$ cat config.mk
export PLATFORM = sky130hd
export DESIGN_NAME = axi_master
export DESIGN_NICKNAME = d
export VERILOG_FILES = /design/src/rtl/axi_master.sv
export SDC_FILE = /design/constraint.sdc
export NUM_CORES = 1
export LEC_CHECK = 0
export ABC_AREA = 1
export BUFFER_PORTS_ARGS = -buffer_cell sky130_fd_sc_hd__buf_2
export CAP_MARGIN = 25
export CORE_MARGIN = 2
export CORE_UTILIZATION = 39
export DETAILED_ROUTE_END_ITERATION = 6
export PLACE_DENSITY = 0.79
export SYNTH_ARGS = -nofsm -noshare
export SYNTH_HDL_FRONTEND = slang
export SYNTH_SLANG_ARGS = --single-unit
export TNS_END_PERCENT = 20
$ cat constraint.sdc
create_clock -name clk -period 1.3 [get_ports clk]
set_input_delay 0.195 -clock clk [delete_from_list [all_inputs] [get_ports clk]]
set_output_delay 0.195 -clock clk [all_outputs]
set_load 0.1 [all_outputs]
$ cat src/rtl/axi_master.sv
// Single-outstanding AXI4 master: one command in, one single-beat AXI transaction out.
// Optional handshake timeout abort enabled with `define AXI_MASTER_TIMEOUT_EN.
module axi_master #(
  parameter int unsigned TIMEOUT_CYCLES = 256
) (
  input  logic        clk,
  input  logic        reset,
  input  logic        cmd_valid,
  output logic        cmd_ready,
  input  logic        cmd_write,
  input  logic [31:0] cmd_addr,
  input  logic [31:0] cmd_wdata,
  input  logic [3:0]  cmd_wstrb,
  output logic        rsp_valid,
  output logic [31:0] rsp_rdata,
  output logic        rsp_err,
  output logic [31:0] awaddr,
  output logic [7:0]  awlen,
  output logic        awvalid,
  input  logic        awready,
  output logic [31:0] wdata,
  output logic [3:0]  wstrb,
  output logic        wvalid,
  input  logic        wready,
  input  logic        bvalid,
  output logic        bready,
  output logic [31:0] araddr,
  output logic [7:0]  arlen,
  output logic        arvalid,
  input  logic        arready,
  input  logic [31:0] rdata,
  input  logic        rvalid,
  output logic        rready
);

  typedef enum logic [2:0] {IDLE, WRITE, WRESP, READ, RDATA, DONE} state_t;

  state_t      state, state_n;
  logic        aw_done, w_done;
  logic [31:0] addr_q, wdata_q, rdata_q;
  logic [3:0]  wstrb_q;
  logic        timeout_hit;
  logic        abort;

  if (TIMEOUT_CYCLES < 2) begin : g_bad_timeout
    $error("axi_master: TIMEOUT_CYCLES must be at least 2");
  end

  always_comb begin
    state_n = state;
    abort   = 1'b0;
    case (state)
      IDLE:  if (cmd_valid) state_n = cmd_write ? WRITE : READ;
      // AW and W complete independently; done flags remember an earlier handshake
      WRITE: begin
        if ((aw_done || awready) && (w_done || wready)) state_n = WRESP;
        else if (timeout_hit) begin state_n = DONE; abort = 1'b1; end
      end
      WRESP: begin
        if (bvalid) state_n = DONE;
        else if (timeout_hit) begin state_n = DONE; abort = 1'b1; end
      end
      READ: begin
        if (rvalid) state_n = DONE;
        else if (arready) state_n = RDATA;
        else if (timeout_hit) begin state_n = DONE; abort = 1'b1; end
      end
      RDATA: begin
        if (rvalid) state_n = DONE;
        else if (timeout_hit) begin state_n = DONE; abort = 1'b1; end
      end
      DONE:    state_n = IDLE;
      default: state_n = IDLE;
    endcase
  end

  always_ff @(posedge clk) begin
    if (reset) begin
      state   <= IDLE;
      aw_done <= 1'b0;
      w_done  <= 1'b0;
      addr_q  <= '0;
      wdata_q <= '0;
      wstrb_q <= '0;
      rdata_q <= '0;
    end else begin
      state <= state_n;
      if (state == IDLE && cmd_valid) begin
        addr_q  <= cmd_addr;
        wdata_q <= cmd_wdata;
        wstrb_q <= cmd_wstrb;
        aw_done <= 1'b0;
        w_done  <= 1'b0;
      end
      if (state == WRITE) begin
        if (awready) aw_done <= 1'b1;
        if (wready)  w_done  <= 1'b1;
      end
      if ((state == READ || state == RDATA) && rvalid) rdata_q <= rdata;
      else if (abort) rdata_q <= '0;
    end
  end

`ifdef AXI_MASTER_TIMEOUT_EN
  localparam int unsigned CW = $clog2(TIMEOUT_CYCLES + 1);

  logic [CW-1:0] cnt;
  logic          err_q;

  always_ff @(posedge clk) begin
    if (reset) begin
      cnt   <= '0;
      err_q <= 1'b0;
    end else begin
      cnt   <= (state_n != state || state == IDLE) ? '0 : cnt + 1'b1;
      err_q <= (state_n == DONE) ? abort : 1'b0;
    end
  end

  // cnt counts completed cycles in the state, so this fires on the TIMEOUT_CYCLES-th cycle
  assign timeout_hit = (cnt == CW'(TIMEOUT_CYCLES - 1));
  assign rsp_err     = err_q;
`else
  assign timeout_hit = 1'b0;
  assign rsp_err     = 1'b0;
`endif

  assign cmd_ready = (state == IDLE);
  assign rsp_valid = (state == DONE);
  assign rsp_rdata = rdata_q;
  assign awaddr    = addr_q;
  assign araddr    = addr_q;
  assign awlen     = '0;
  assign arlen     = '0;
  assign wdata     = wdata_q;
  assign wstrb     = wstrb_q;
  assign awvalid   = (state == WRITE) && !aw_done;
  assign wvalid    = (state == WRITE) && !w_done;
  assign bready    = (state == WRESP);
  assign arvalid   = (state == READ);
  assign rready    = (state == READ) || (state == RDATA);

endmodule

Yosys cells after proc, flatten, opt, wreduce, memory -nomap -nowiden:

Cells that the tools add are included.

* shift-type cells: 0
* multipliers: 0
* add/subtract/negate cells: 0
* $lt $le $gt $ge: 0
* reduce and logical (&&, ||, !) cells: 12
* divide/modulo/power cells: 0
* bitwise gates (word level): 0
* multiplexer cells: 15
* equality and inequality tests: 10

Operators with widths (number)
* 32-bit 2-to-1 mux: 1
* 3-bit 2-to-1 mux: 6
* 3-bit case mux with 5 select lines: 1
* 2-bit inequality test, second input constant: 4
* 3-bit by 2-bit == test with 1-bit output, second input constant: 2
* 3-bit == test, second input constant: 2
* 1-bit 2-to-1 mux: 6
* 1-bit logical AND: 5
* 5-bit AND reduction: 1
* 3-bit by 1-bit == test with 1-bit output, second input constant: 1
* 3-bit zero test: 1
* 1-bit logical OR: 3
* 3-bit by 1-bit inequality test with 1-bit output, second input constant: 1
* 1-bit zero test: 2
* 2-bit 2-to-1 mux: 1

* ROM bits: 0
* latch bits: 0
* flip-flop bits (word level): 105
* input port bits: 109
* bits in writable memories: 0
* memories kept: 0
* output and inout bits: 156
* logic and storage cells: 44

Depth between registers and ports, before layout:

* depth after elaboration: 5
* mapped depth: 9
* depth with buffers taken out: 9

Least setup slack after synthesis:

OpenSTA, ideal clock, no wires.

* path type: flip-flop to output port
* start point: register state[2]
* end point: output port bready
* setup slack: -1417 ps
* data arrival time: 2522 ps
* stages on the path, launching flop included: 3
* path buffers: 1
* path through: dfxtp_1 > buf_4 > nor3_1

* cells in the longest elaborated chain, start to end: 1

Ends and longest elaborated chain
* from (decl): RTL line 38 `state_t state, state_n;`
* from (signal assigned): RTL line 87 `state <= state_n;`
* 3-bit by 2-bit == test with 1-bit output: RTL line 139 `assign bready = (state == WRESP);`
* to (decl): RTL line 26 `output logic bready,`

No other way between the ends.

Worst setup path in the final report:

* start point: register state[2]
* end point: output port awvalid

* cells in the longest elaborated chain, start to end: 2

Ends and longest elaborated chain
* 3-bit by 1-bit == test with 1-bit output: RTL line 137 `assign awvalid = (state == WRITE) && !aw_done;`
* 1-bit logical AND: RTL line 137
* to (decl): RTL line 19 `output logic awvalid,`

No other way between the ends.

==> impl_metrics.toml <==
[outcome]
status = "finished, violations left"
violations = "setup timing"

[cells_and_area]
fin_cells = 928
fin_nets = 891
drive_gt1_frac = 0.443
n_fill_cell = 903
area_growth_pct = 56.5

[clocking]
cts_sinks = 105
cts.path.max_buffers = 2
cts_buffers = 9
cts_tree = "yes"
clk_pin_slew_ns = 0.10
worstSkewPairLatency_ns = 0.36
root_buffer = "clkbuf_8"
cts_max_level = 3

[worst_setup_path]
required_ns = 1.11
slowest_delay_ns = 0.34
path_cells = "buf_6 > buf_6 > nor2_4 > inv_2 > nor2_4 > buf_12"
critPathMaxFanout = 3
start_kind = "register"
cp_slowest_cell = "dfxtp_2"
cp.arrival_ns = 1.40
critPathCaptureType = "output pin"
path_buf_inv = 4
path_class = "register to output pin"
critPathTopFamily = "buffers and inverters"

[synth]
synth_area_leaders = "dfxtp_1 48%, buf_4 9.8%, a21oi_1 8.2%"
ys_types = 24
synth_seq_cells = 105
synth_flop_cell = "dfxtp_1"
avgSynthCellArea_um2 = 7.84
async_reset_ff_frac = 0
synth_commonest_cells = "105 x dfxtp_1, 84 x nand2_1, 77 x nor2_1"
synth_top_cell_area_share = 0.483
synth_compound_area_frac = 0.121
synthAdderAreaFrac = 0
yosysMostFrequentCell = "dfxtp_1"
synth_top_family_by_area = "simple AND/OR/NAND/NOR gates"
ys_seq_area_frac = 0.483
synth_edf_count = 0
synth_top_area_cell = "dfxtp_1"
synth_xor_area_frac = 0
synthMuxAreaShare = 0
synth_area_mm2 = 0.00435
synth-warning-count = 0
yosys.area_share.simple = 0.240
synth_cells = 555

[place]
placed_cells = 894
portBuffers = 247
post-place-ws_ns = -0.0767
hpwl_mm = 8.57
gp_congestion = 0.794

[floorplanning]
die_w_um = 110
core_mm2 = 0.0108
die-area_mm2 = 0.0120
start_util = 0.401
die_h_um = 110
rows = 38
ioPinCount = 265

[timing]
fin_crit_ns = 1.59
rsz0062_at_grt = "true"
skew_ns = 0.00801
setup_slack_ns = -0.294
hold_viol_final = 0
fin_setup_tns_ns = -7.42
setup_violations = 111
max_freq_mhz = 627
finalCritPeriodShare = 1.23
slew_viol_final = 0

[global_route]
gr-total-overflow = 0
grt_max_degree = 55
antenna_found_initial = 1
grt_pass1_wl_mm = 19.1
grt_usage = 0.204
grt_pass1_vias = 4043

[power_and_ir_drop]
vdd.ir_drop.worst_mv = 1.87
total_power_mw = 20.6
power_density_mw_per_mm2 = 3020
p_leak_nw = 3.11

[routing]
ant_nets = 0
drtIter0Drc = 205
drtPass1Iterations = 5
vias = 4515
viasPerCell = 4.87
drt_wl_total_mm = 13.5
drc_errors = 0
wl_per_cell_um = 14.6

[hold_path]
hold_path.class = "input pin to register"

[flow_run]
max_cap_violations = 0
[path summary, 6_finish.rpt]
kind	startpoint	end	slack [ns]	cells after the start
setup / recovery	state[2]	awvalid	-0.29	6
hold reg to reg	wdata[11]	wdata[11]	0.47	2
setup reg to reg	state[0]	rsp_rdata[12]	-0.12	8
hold / removal	rdata[25]	rsp_rdata[25]	0.06	3
[cell families (layout without fill, tap and decap cells)]
group           after synthesis  in the layout
flops                       105            105
buf+inv                     102            318
other cells                   1             18
simple gates                242            242
compound gates              105            105
[cell usage in the layout (no fill, tap or decap), types with 5 or more instances in the layout]
cell / count
buf_2: 108
o21ai_0: 14
conb_1: 17
nor2_1: 73
buf_6: 10
buf_16: 5
buf_12: 24
nand2_1: 81
nor2_4: 6
a21oi_1: 60
dfxtp_1: 100
clkbuf_8: 10
o21ai_1: 16
inv_1: 7
nand3_1: 68
buf_4: 136
a21oi_2: 11
[per-stage QoR]
stage	utilization	instance area (µm²)	hold slack [ns]
2_1_floorplan	-	4510	0.341
3_3_place_gp	0.538	5830	0.424
3_5_place_dp	0.538	5830	0.431
4_1_cts	0.610	6610	0.0358
5_1_grt	0.628	6810	0.0342
6_report	0.628	6810	0.0580
[layer usage]
| metal | vias up | global-route usage | share of wire |
|---|---|---|---|
| met5 | - | 0 | 0 |
| met4 | 0 | 0.0759 | 0.020 |
| met3 | 22 | 0.0753 | 0.090 |
| met2 | 211 | 0.372 | 0.52 |
| met1 | 2082 | 0.214 | 0.37 |
| li1 | 2200 | - | - |
[flip-flops by register name (all words and copies together) (netlist names)]
register	cells
w_done	1
aw_done	1
araddr	32
rsp_rdata	32
state	3
wdata	32
wstrb	4
[what timing repair did]
action / in CTS / in global routing
pin swaps: 6 / 24
buffers inserted: 5 / 3
resized for setup: 146 / 30
cloned: 5 / 4
hold buffers: 0 / 0
hold endpoints to repair: 0 / 0
setup endpoints to repair: 232 / 117
[where the power goes]
group	internal, mW	switching [mW]
combinational	3.93	10.1
clock	0.948	1.13
sequential	3.97	0.533
[cell type report]
type	count	area, µm²	area share
tap	140	175	0.0257
inverter	13	75.1	0.0110
sequential	105	2110	0.310
clock buffer	10	138	0.0202
antenna	1	2.50	0.000368
multi-input combinational	364	1810	0.266
clock inverter	6	65.1	0.00956
timing repair buffer	289	2430	0.357
[worst reg2reg max path, stage by stage, from the launching register on]
cell	delay, ns
dfxtp_4	0.38
nor2_4	0.15
nand2_2	0.11
nand2_8	0.09
buf_6	0.11
nand2_8	0.13
buf_4	0.20
o21ai_1	0.11
nor2_1	0.06
(Power assumes the default switching activity.)
